File: src/rtl/mc_if.sv
// ----------------------------------------------------------------------------
// mc_if: control bundle between the multicycle MIPS control unit and its
// datapath.
//   master (control unit): takes op/funct/zero and drives the mux selects,
//                          write strobes, alucontrol, illegal and dbg_state.
//   slave  (datapath)    : the mirror image.
// There is no valid/ready handshake here. Every signal is a level sampled on
// the rising edge of the shared clock. op/funct come from the held
// instruction register, and zero comes straight from the ALU.
// ----------------------------------------------------------------------------
interface mc_if;
   logic [5:0] op;
   logic [5:0] funct;
   logic       zero;
   logic       pcen;
   logic       iord;
   logic       memwrite;
   logic       irwrite;
   logic       regdst;
   logic       memtoreg;
   logic       regwrite;
   logic       alusrca;
   logic [1:0] alusrcb;
   logic [1:0] pcsrc;
   logic [2:0] alucontrol;
   logic       illegal;
   logic [3:0] dbg_state;

   modport master (
      input  op, funct, zero,
      output pcen, iord, memwrite, irwrite, regdst, memtoreg, regwrite,
             alusrca, alusrcb, pcsrc, alucontrol, illegal, dbg_state
   );

   modport slave (
      output op, funct, zero,
      input  pcen, iord, memwrite, irwrite, regdst, memtoreg, regwrite,
             alusrca, alusrcb, pcsrc, alucontrol, illegal, dbg_state
   );
endinterface

File: src/rtl/mc_controller.sv
// ----------------------------------------------------------------------------
// mc_controller: multicycle MIPS control unit.
// It steps each instruction through fetch/decode/execute/writeback states,
// drives the datapath selects and write enables, and produces the 3-bit ALU
// function code.
//   clk    : rising-edge clock
//   reset  : synchronous, active high. Sends the FSM to FETCH and clears the
//            wait counter. While reset is high, all strobes are held at 0.
//   bus    : mc_if.master (op, funct, zero in; controls, illegal and
//            dbg_state out)
// MEM_WAIT : extra stall cycles in FETCH, MEMRD and MEMWR (0..15)
// ----------------------------------------------------------------------------
module mc_controller #(
   parameter int unsigned MEM_WAIT = 0
) (
   input  logic clk,
   input  logic reset,
   mc_if.master bus
);

   typedef enum logic [3:0] {
      FETCH   = 4'd0,  DECODE  = 4'd1,  MEMADR = 4'd2,  MEMRD  = 4'd3,
      MEMWB   = 4'd4,  MEMWR   = 4'd5,  RTYPEEX = 4'd6, RTYPEWB = 4'd7,
      BEQEX   = 4'd8,  ADDIEX  = 4'd9,  ADDIWB = 4'd10, JEX    = 4'd11
   } state_t;

   localparam logic [5:0] OP_LW   = 6'b100011;
   localparam logic [5:0] OP_SW   = 6'b101011;
   localparam logic [5:0] OP_RTYP = 6'b000000;
   localparam logic [5:0] OP_BEQ  = 6'b000100;
   localparam logic [5:0] OP_ADDI = 6'b001000;
   localparam logic [5:0] OP_J    = 6'b000010;
   localparam logic [3:0] WAIT_LD = 4'(MEM_WAIT);

   state_t     state;
   state_t     nxt;
   logic [3:0] cnt;
   logic       last;       // final cycle of a (possibly stretched) state
   logic       funct_ok;
   logic [2:0] funct_alu;
   logic [1:0] aluop;
   logic       pcwrite;
   logic       branch;

   assign last = (cnt == 4'd0);

   // R-type function decode. An unknown funct falls back to add.
   always_comb begin
      funct_ok  = 1'b1;
      funct_alu = 3'b010;
      case (bus.funct)
         6'b100000: funct_alu = 3'b010;
         6'b100010: funct_alu = 3'b110;
         6'b100100: funct_alu = 3'b000;
         6'b100101: funct_alu = 3'b001;
         6'b101010: funct_alu = 3'b111;
         default:   funct_ok  = 1'b0;
      endcase
   end

   always_comb begin
      nxt = FETCH;
      case (state)
         FETCH:   nxt = DECODE;
         DECODE: begin
            case (bus.op)
               OP_LW, OP_SW: nxt = MEMADR;
               OP_RTYP:      nxt = RTYPEEX;
               OP_BEQ:       nxt = BEQEX;
               OP_ADDI:      nxt = ADDIEX;
               OP_J:         nxt = JEX;
               default:      nxt = FETCH;
            endcase
         end
         MEMADR:  nxt = (bus.op == OP_LW) ? MEMRD : MEMWR;
         MEMRD:   nxt = MEMWB;
         RTYPEEX: nxt = RTYPEWB;
         ADDIEX:  nxt = ADDIWB;
         default: nxt = FETCH;   // also catches undefined encodings
      endcase
   end

   // The counter is only ever non-zero inside FETCH/MEMRD/MEMWR. A non-zero
   // value holds the current state.
   always_ff @(posedge clk) begin
      if (reset) begin
         state <= FETCH;
         cnt   <= 4'd0;
      end else if (!last) begin
         cnt <= cnt - 4'd1;
      end else begin
         state <= nxt;
         cnt   <= (nxt == FETCH || nxt == MEMRD || nxt == MEMWR) ? WAIT_LD : 4'd0;
      end
   end

   // Moore decode. Unused selects are driven to 0. During reset the selects
   // show their FETCH values and every strobe is held at 0.
   always_comb begin
      bus.iord     = 1'b0;
      bus.memwrite = 1'b0;
      bus.irwrite  = 1'b0;
      bus.regdst   = 1'b0;
      bus.memtoreg = 1'b0;
      bus.regwrite = 1'b0;
      bus.alusrca  = 1'b0;
      bus.alusrcb  = 2'b00;
      bus.pcsrc    = 2'b00;
      bus.illegal  = 1'b0;
      aluop        = 2'b00;
      pcwrite      = 1'b0;
      branch       = 1'b0;
      if (reset) begin
         bus.alusrcb = 2'b01;
      end else begin
         case (state)
            FETCH: begin
               bus.alusrcb = 2'b01;
               bus.irwrite = last;
               pcwrite     = last;
            end
            DECODE: begin
               bus.alusrcb = 2'b11;
               bus.illegal = !(bus.op inside {OP_LW, OP_SW, OP_RTYP, OP_BEQ, OP_ADDI, OP_J});
            end
            MEMADR, ADDIEX: begin
               bus.alusrca = 1'b1;
               bus.alusrcb = 2'b10;
            end
            MEMRD:   bus.iord = 1'b1;
            MEMWB: begin
               bus.memtoreg = 1'b1;
               bus.regwrite = 1'b1;
            end
            MEMWR: begin
               bus.iord     = 1'b1;
               bus.memwrite = last;
            end
            RTYPEEX: begin
               bus.alusrca = 1'b1;
               aluop       = 2'b10;
               bus.illegal = !funct_ok;
            end
            // funct comes from the held IR, so it is still valid here.
            RTYPEWB: begin
               bus.regdst   = 1'b1;
               bus.regwrite = funct_ok;
            end
            BEQEX: begin
               bus.alusrca = 1'b1;
               aluop       = 2'b01;
               bus.pcsrc   = 2'b01;
               branch      = 1'b1;
            end
            ADDIWB:  bus.regwrite = 1'b1;
            JEX: begin
               bus.pcsrc = 2'b10;
               pcwrite   = 1'b1;
            end
            default: ;
         endcase
      end
   end

   always_comb begin
      case (aluop)
         2'b00:   bus.alucontrol = 3'b010;
         2'b01:   bus.alucontrol = 3'b110;
         default: bus.alucontrol = funct_alu;
      endcase
   end

   assign bus.pcen      = pcwrite | (branch & bus.zero);
   assign bus.dbg_state = state;

endmodule

File: src/flat_wrapper.sv
// flat-port wrapper written by rule: the top's interface ports become plain ports
module mc_controller_flat 
#(
   parameter int unsigned MEM_WAIT = 0
)
  (clk, reset, bus_op, bus_funct, bus_zero, bus_pcen, bus_iord, bus_memwrite, bus_irwrite, bus_regdst, bus_memtoreg, bus_regwrite, bus_alusrca, bus_alusrcb, bus_pcsrc, bus_alucontrol, bus_illegal, bus_dbg_state);
  mc_if bus_i ();
  input  logic clk;
  input  logic reset;
  input wire logic [$bits(bus_i.op)-1:0] bus_op;
  input wire logic [$bits(bus_i.funct)-1:0] bus_funct;
  input wire logic [$bits(bus_i.zero)-1:0] bus_zero;
  output wire logic [$bits(bus_i.pcen)-1:0] bus_pcen;
  output wire logic [$bits(bus_i.iord)-1:0] bus_iord;
  output wire logic [$bits(bus_i.memwrite)-1:0] bus_memwrite;
  output wire logic [$bits(bus_i.irwrite)-1:0] bus_irwrite;
  output wire logic [$bits(bus_i.regdst)-1:0] bus_regdst;
  output wire logic [$bits(bus_i.memtoreg)-1:0] bus_memtoreg;
  output wire logic [$bits(bus_i.regwrite)-1:0] bus_regwrite;
  output wire logic [$bits(bus_i.alusrca)-1:0] bus_alusrca;
  output wire logic [$bits(bus_i.alusrcb)-1:0] bus_alusrcb;
  output wire logic [$bits(bus_i.pcsrc)-1:0] bus_pcsrc;
  output wire logic [$bits(bus_i.alucontrol)-1:0] bus_alucontrol;
  output wire logic [$bits(bus_i.illegal)-1:0] bus_illegal;
  output wire logic [$bits(bus_i.dbg_state)-1:0] bus_dbg_state;
  assign bus_i.op = bus_op;
  assign bus_i.funct = bus_funct;
  assign bus_i.zero = bus_zero;
  assign bus_pcen = bus_i.pcen;
  assign bus_iord = bus_i.iord;
  assign bus_memwrite = bus_i.memwrite;
  assign bus_irwrite = bus_i.irwrite;
  assign bus_regdst = bus_i.regdst;
  assign bus_memtoreg = bus_i.memtoreg;
  assign bus_regwrite = bus_i.regwrite;
  assign bus_alusrca = bus_i.alusrca;
  assign bus_alusrcb = bus_i.alusrcb;
  assign bus_pcsrc = bus_i.pcsrc;
  assign bus_alucontrol = bus_i.alucontrol;
  assign bus_illegal = bus_i.illegal;
  assign bus_dbg_state = bus_i.dbg_state;
  mc_controller #(.MEM_WAIT(MEM_WAIT)) u_core (.clk(clk), .reset(reset), .bus(bus_i));
endmodule
File: config.mk
export PLATFORM = sky130hd
export DESIGN_NAME = mc_controller_flat
export DESIGN_NICKNAME = d
export VERILOG_FILES = /design/src/rtl/mc_if.sv /design/src/rtl/mc_controller.sv /design/src/flat_wrapper.sv
export SDC_FILE = /design/constraint.sdc
export NUM_CORES = 1
export LEC_CHECK = 0
export ABC_AREA = 1
export BUFFER_PORTS_ARGS = -buffer_cell sky130_fd_sc_hd__buf_2
export CORE_MARGIN = 3
export CORE_UTILIZATION = 40
export DETAILED_ROUTE_END_ITERATION = 10
export GPL_TIMING_DRIVEN = 0
export PLACE_DENSITY = 0.74
export SLEW_MARGIN = 40
export SYNTH_ARGS = -nofsm -noshare
export SYNTH_HDL_FRONTEND = slang
export SYNTH_SLANG_ARGS = --single-unit
File: constraint.sdc
create_clock -name clk -period 3.6 [get_ports clk]
set_input_delay 0 -clock clk [delete_from_list [all_inputs] [get_ports clk]]
set_output_delay 0 -clock clk [all_outputs]
set_load 0.02 [all_outputs]
* Word-level counts from Yosys, hierarchy flattened
Cells that the tools add are included.
** Operators by class
- Add/sub/neg operators :: 1
- Multipliers :: 0
- Div/mod/pow operators :: 0
- Order comparisons :: 0
- Equality and inequality tests :: 22
- Shift operators :: 0
- Mux-type cells :: 32
- Bitwise logic cells :: 2
- Reduce and logical (&&, ||, !) cells :: 14
** Operator list (number)
- == test 6 bit, second input constant :: 7
- one-hot mux 4 bit (6 select lines) :: 1
- one-hot mux 4 bit (5 select lines) :: 1
- 2-to-1 mux 1 bit :: 18
- == test 4 x 3 -> 1 bit, second input constant :: 4
- == test 4 bit, second input constant :: 4
- one-hot mux 3 bit (4 select lines) :: 1
- OR reduction 2 bit :: 5
- == test 4 x 2 -> 1 bit, second input constant :: 2
- zero test 4 bit :: 2
- one-hot mux 2 bit (2 select lines) :: 2
- == test 6 x 2 -> 1 bit, second input constant :: 1
- == test 6 x 3 -> 1 bit, second input constant :: 1
- == test 6 x 4 -> 1 bit, second input constant :: 1
- zero test 6 bit :: 1
- 2-to-1 mux 2 bit :: 3
- one-hot mux 1 bit (2 select lines) :: 3
- one-hot mux 2 bit (3 select lines) :: 1
- one-hot mux 3 bit (2 select lines) :: 1
- nonzero test 6 bit :: 1
- OR reduction 5 bit :: 1
- == test 4 x 1 -> 1 bit, second input constant :: 1
- OR reduction 4 bit :: 1
- subtractor 4 x 1 -> 4 bit, second input constant :: 1
- 6 further kinds :: 7
** Storage, ports and cells
- Register bits after elaboration :: 8
- Bits in latches :: 0
- Memory bits (writable) :: 0
- Bits in read-only memories :: 0
- Input bits :: 15
- Output and inout port bits :: 20
- Word-level logic and storage cells :: 73
- Memories kept :: 0

* Logic depth before layout (Yosys ltp)
- Depth after elaboration :: 6
- Gate-level depth with buffers :: 9
- Mapped depth without buffers :: 9

* Worst setup path before layout
Ideal clock, no wire load.
- Path kind :: reg-to-output
- Start point :: reg u_core.state[1], in the netlist u_core.bus.dbg_state[1]
- End point :: out bus_regwrite
- Arrival :: 1.530 ns
- Required time :: 3.600 ns
- Path slack :: 2.070 ns
- Cell stages (with the launch flop) :: 6
- Path buffers :: 1
- Cell sequence :: dfxtp_1 buf_6 nand2_1 nor3_1 nand2_1 nand2_1
** On the way
- Cells in the longest elaborated chain, start to end :: 4
- Elaborated cells on any way between the ends :: 6
- Classes of those cells :: eq/ne: 3; mux: 2; reduce/logical: 1
** RTL lines
- from (decl) :: line mc_controller.sv:35 : state_t state;
- from (signal assigned) :: line mc_controller.sv:92 : state <= nxt;
- == test 4 x 3 -> 1 bit / == test 4 bit (equally long branches) :: line mc_controller.sv:116 : case (state)
- OR reduction 2 bit (no source line)
- one-hot mux 1 bit (2 select lines) * :: line mc_controller.sv:116
- 2-to-1 mux 1 bit * :: line mc_controller.sv:113 : if (reset) begin
- to (decl) :: line flat_wrapper.sv:19 : output wire logic [$bits(bus_i.regwrite)-1:0] bus_regwrite;
Every way passes the cells marked *; elsewhere a longest branch is shown, timed or not.

* Worst setup path in the final report
- Start point :: reg u_core.cnt[0]
- End point :: out bus_pcen
** On the way
- Cells in the longest elaborated chain, start to end :: 4
** RTL lines
- from (decl) :: line mc_controller.sv:37 : logic [3:0] cnt;
- from (signal assigned) :: line mc_controller.sv:90 : cnt <= cnt - 4'd1;
- from (signal assigned) :: line mc_controller.sv:93 : cnt <= (nxt == FETCH || nxt == MEMRD || nxt == MEMWR) ? WAIT_LD : 4'd0;
- zero test 4 bit :: line mc_controller.sv:45 : assign last = (cnt == 4'd0);
- one-hot mux 1 bit (2 select lines) :: line mc_controller.sv:116
- 2-to-1 mux 1 bit :: line mc_controller.sv:113
- OR 1 bit :: line mc_controller.sv:173 : assign bus.pcen = pcwrite | (branch & bus.zero);
- to (decl) :: line flat_wrapper.sv:13 : output wire logic [$bits(bus_i.pcen)-1:0] bus_pcen;
No other way between the ends.

==> impl_metrics.tcl <==
set metrics [dict create \
    die_x_um 51.5 \
    synthSimpleGateAreaFrac_pct 52.9 \
    crit_path_max_fanout 3 \
    cts_hold_buf 0 \
    fin_nets 203 \
    final_common_cell "nand2_1" \
    synth_seq_cells 8 \
    synthAdderAreaFrac_pct 3.02 \
    slowest_stage "dfxtp_1" \
    io_pins 35 \
    switchingPower_mw 0.0657 \
    drc 0 \
    finalHoldViolations 0 \
    areaGrowthSynthToFinish_pct 27.0 \
    dpl-instance-area_mm2 0.00103 \
    syn_avg_cell_area_um2 5.63 \
    p_sw_share_pct 30.9 \
    post_synth_num_cell_types 27 \
    path_delay_family "simple AND/OR/NAND/NOR gates" \
    status "complete, no violations" \
    drt-total-wl_mm 1.95 \
    post_cts_resized 0 \
    post_cts_buffers 0 \
    drtIter0Drc 17 \
    netlist_instances 147 \
    seqPwrFrac_pct 43.4 \
    place_inst 206 \
    pwr-share-clk_pct 31.2 \
    period_share_pct 43.7 \
    peakVddDrop_mv 0.250 \
    start_kind "flop" \
    synth.yosys.seq_area_share_pct 19.3 \
    path_buf_inv 3 \
    cts_made_buffers 3 \
    fin_area_mm2 0.00105 \
    whs_ns 0.114 \
    critPathKind "reg2out" \
    grt_pass1_vias 789 \
    p_per_area_mw_per_mm2 202 \
    syn-num-nets 164 \
    fp.dieArea_mm2 0.00265 \
    crit_required_ns 3.60 \
    synthMuxAreaShare_pct 0 \
    n_antenna_cell 0 \
    fin_worst_skew_ns 0.00469 \
    grt_max_degree 11 \
    post-place-ws_ns 2.29 \
    drive_above_1_share_pct 29.3 \
    fillers 207 \
    finalNonFillerCells 209 \
    cap_violations 0 \
    insertion_delay_ns 0.25 \
    cts_tree "built" \
    antenna_left 0 \
    crit_path_max_incr_delay_ns 0.32 \
    crit_chain "inv_1 > ha_1 > nand3_1 > nor2_1 > nand3_1 > inv_1 > nor2_1 > nand2_1 > buf_2" \
    io_buffers 34 \
    synth_compound_area_share_pct 8.61 \
    register_area_um2 160 \
    min-delay-path-class "in2reg" \
    coreArea_mm2 0.00184 \
    finalSetupViolCount 0 \
    clock_path_buffers 2 \
    cts.sinks 8 \
    grt_antenna_before_repair 0 \
    h-tree-depth 1 \
    viasPerCell 4.70 \
    grt_pass1_wl_mm 3.24 \
    arrival_ns 1.57 \
    relSlewSlack_pct 72.5 \
    vias 983 \
    leakage_nw 0.620 \
    worstSetupEndpointType "primary output" \
    fin_crit_ns 1.57 \
    overflow 0 \
    synthXorXnorAreaFrac_pct 1.06 \
    wire_per_inst_um 9.33 \
    fmax_ghz 0.636 \
    die_h_um 51.5 \
    multiInputGateArea_um2 543 \
    grtUsageTotal_pct 15.6 \
    clk_pin_slew_ns 0.05 \
    drt_pre_antenna_iters 4 \
    cts-root-buf "clkbuf_4" \
    p_int_mw 0.147 \
    worstMarginPinSlew_ns 0.409 \
    start_util_pct 45.0 \
    rsz0062_at_grt "false" \
    hpwl_mm 1.68 \
    synthesis.area_um2 828 \
    rows 15 \
    drv_slew 0 \
    ys_warn_count 0 \
    synth_top_family_by_area "simple AND/OR/NAND/NOR gates" \
    place_congestion 0.816 \
    timing.final.ws_setup_ns 2.03 \
    final.setup.tns_ns 0 \
    p_comb_share_pct 25.4 \
    mostFrequentLayoutCells "nand2_1 (37), buf_2 (35), nor2_1 (27)" \
]
power groups by stage:
stage | Sequential [mW] | Combinational [mW] | Clock (mW)
final | 0.0922 | 0.0540 | 0.0664
after global routing | 0.0923 | 0.0605 | 0.0769
after CTS | 0.0921 | 0.0542 | 0.0697
after detailed placement | 0.0940 | 0.0540 | 0
after global placement | 0.0939 | 0.0527 | 0
after floorplan | 0.0953 | 0.0329 | 0
sequential cells by signal (all words and copies together), names as in the netlist:
signal,flops
u_core.cnt,4
u_core.bus.dbg_state,4
logic make-up (layout without fill, tap and decap cells):
| group | count (synthesis) | count (layout) |
|---|---|---|
| xor gates and xnor gates | 1 | 1 |
| DFF | 8 | 8 |
| buffers and inverters | 31 | 68 |
| and+or+nand+nor | 94 | 94 |
| adders and majority gates | 2 | 2 |
| AOI/OAI and AO/OA | 11 | 11 |
worst paths after layout:
kind / from / end / slack, ns / cells past startpoint
setup reg to reg: u_core.cnt[0] / u_core.bus.dbg_state[3] / 2.30 / 7
setup / recovery: u_core.cnt[0] / bus_pcen / 2.03 / 9
hold reg to reg: u_core.cnt[0] / u_core.cnt[0] / 0.46 / 1
hold / removal: reset / u_core.bus.dbg_state[3] / 0.11 / 4
per-layer routing:
metal / track usage (%) / part of all wire [%] / up-vias
met4: 2.62 / 0.26 / 0
met2: 24.6 / 43 / 33
met1: 21.1 / 46 / 417
met3: 5.16 / 11 / 2
met5: 0 / 0 / -
li1: - / - / 531
layout make-up:
| type | instances | area share (%) |
|---|---|---|
| Multi-Input combinational cell | 108 | 51.6 |
| Inverter | 29 | 10.3 |
| Sequential cell | 8 | 15.2 |
| Clock buffer | 3 | 2.14 |
| Tap cell | 25 | 2.97 |
| Timing Repair Buffer | 34 | 16.2 |
| Buffer | 2 | 1.55 |
synthesized netlist by cell type:
cell / n / area, µm²
nand4_1: 1 / 6.26
nand3_2: 2 / 20.0
nand2_2: 2 / 12.5
nand3_1: 14 / 70.1
dfxtp_1: 8 / 160
nor3_4: 1 / 16.3
xnor2_1: 1 / 8.76
o21ai_0: 2 / 10.0
a221oi_1: 1 / 8.76
nand2_1: 37 / 139
a21oi_1: 3 / 15.0
buf_2: 1 / 5.00
and2_1: 1 / 6.26
nor2_2: 1 / 6.26
nand2_4: 1 / 11.3
inv_1: 25 / 93.8
buf_6: 1 / 11.3
nor4_1: 2 / 12.5
nor3_2: 1 / 10.0
nor3_1: 3 / 15.0
inv_2: 4 / 15.0
nor2_1: 27 / 101
nor2_4: 1 / 11.3
o211ai_1: 1 / 7.51
ha_1: 2 / 25.0
a31oi_1: 2 / 12.5
o21ai_2: 2 / 17.5
worst min-delay path, cell delays in order:
cell and delay (ns):
buf_2 0.10, nor2_1 0.07, nand3_1 0.09, a21oi_1 0.06
metrics by stage:
step,total power [mW],util [%]
6_report,0.213,57.2
5_1_grt,0.230,57.2
4_1_cts,0.216,57.2
3_5_place_dp,0.148,56.0
3_3_place_gp,0.147,56.0
2_1_floorplan,0.128,-
No activity file was read; power rests on OpenSTA's default activity.
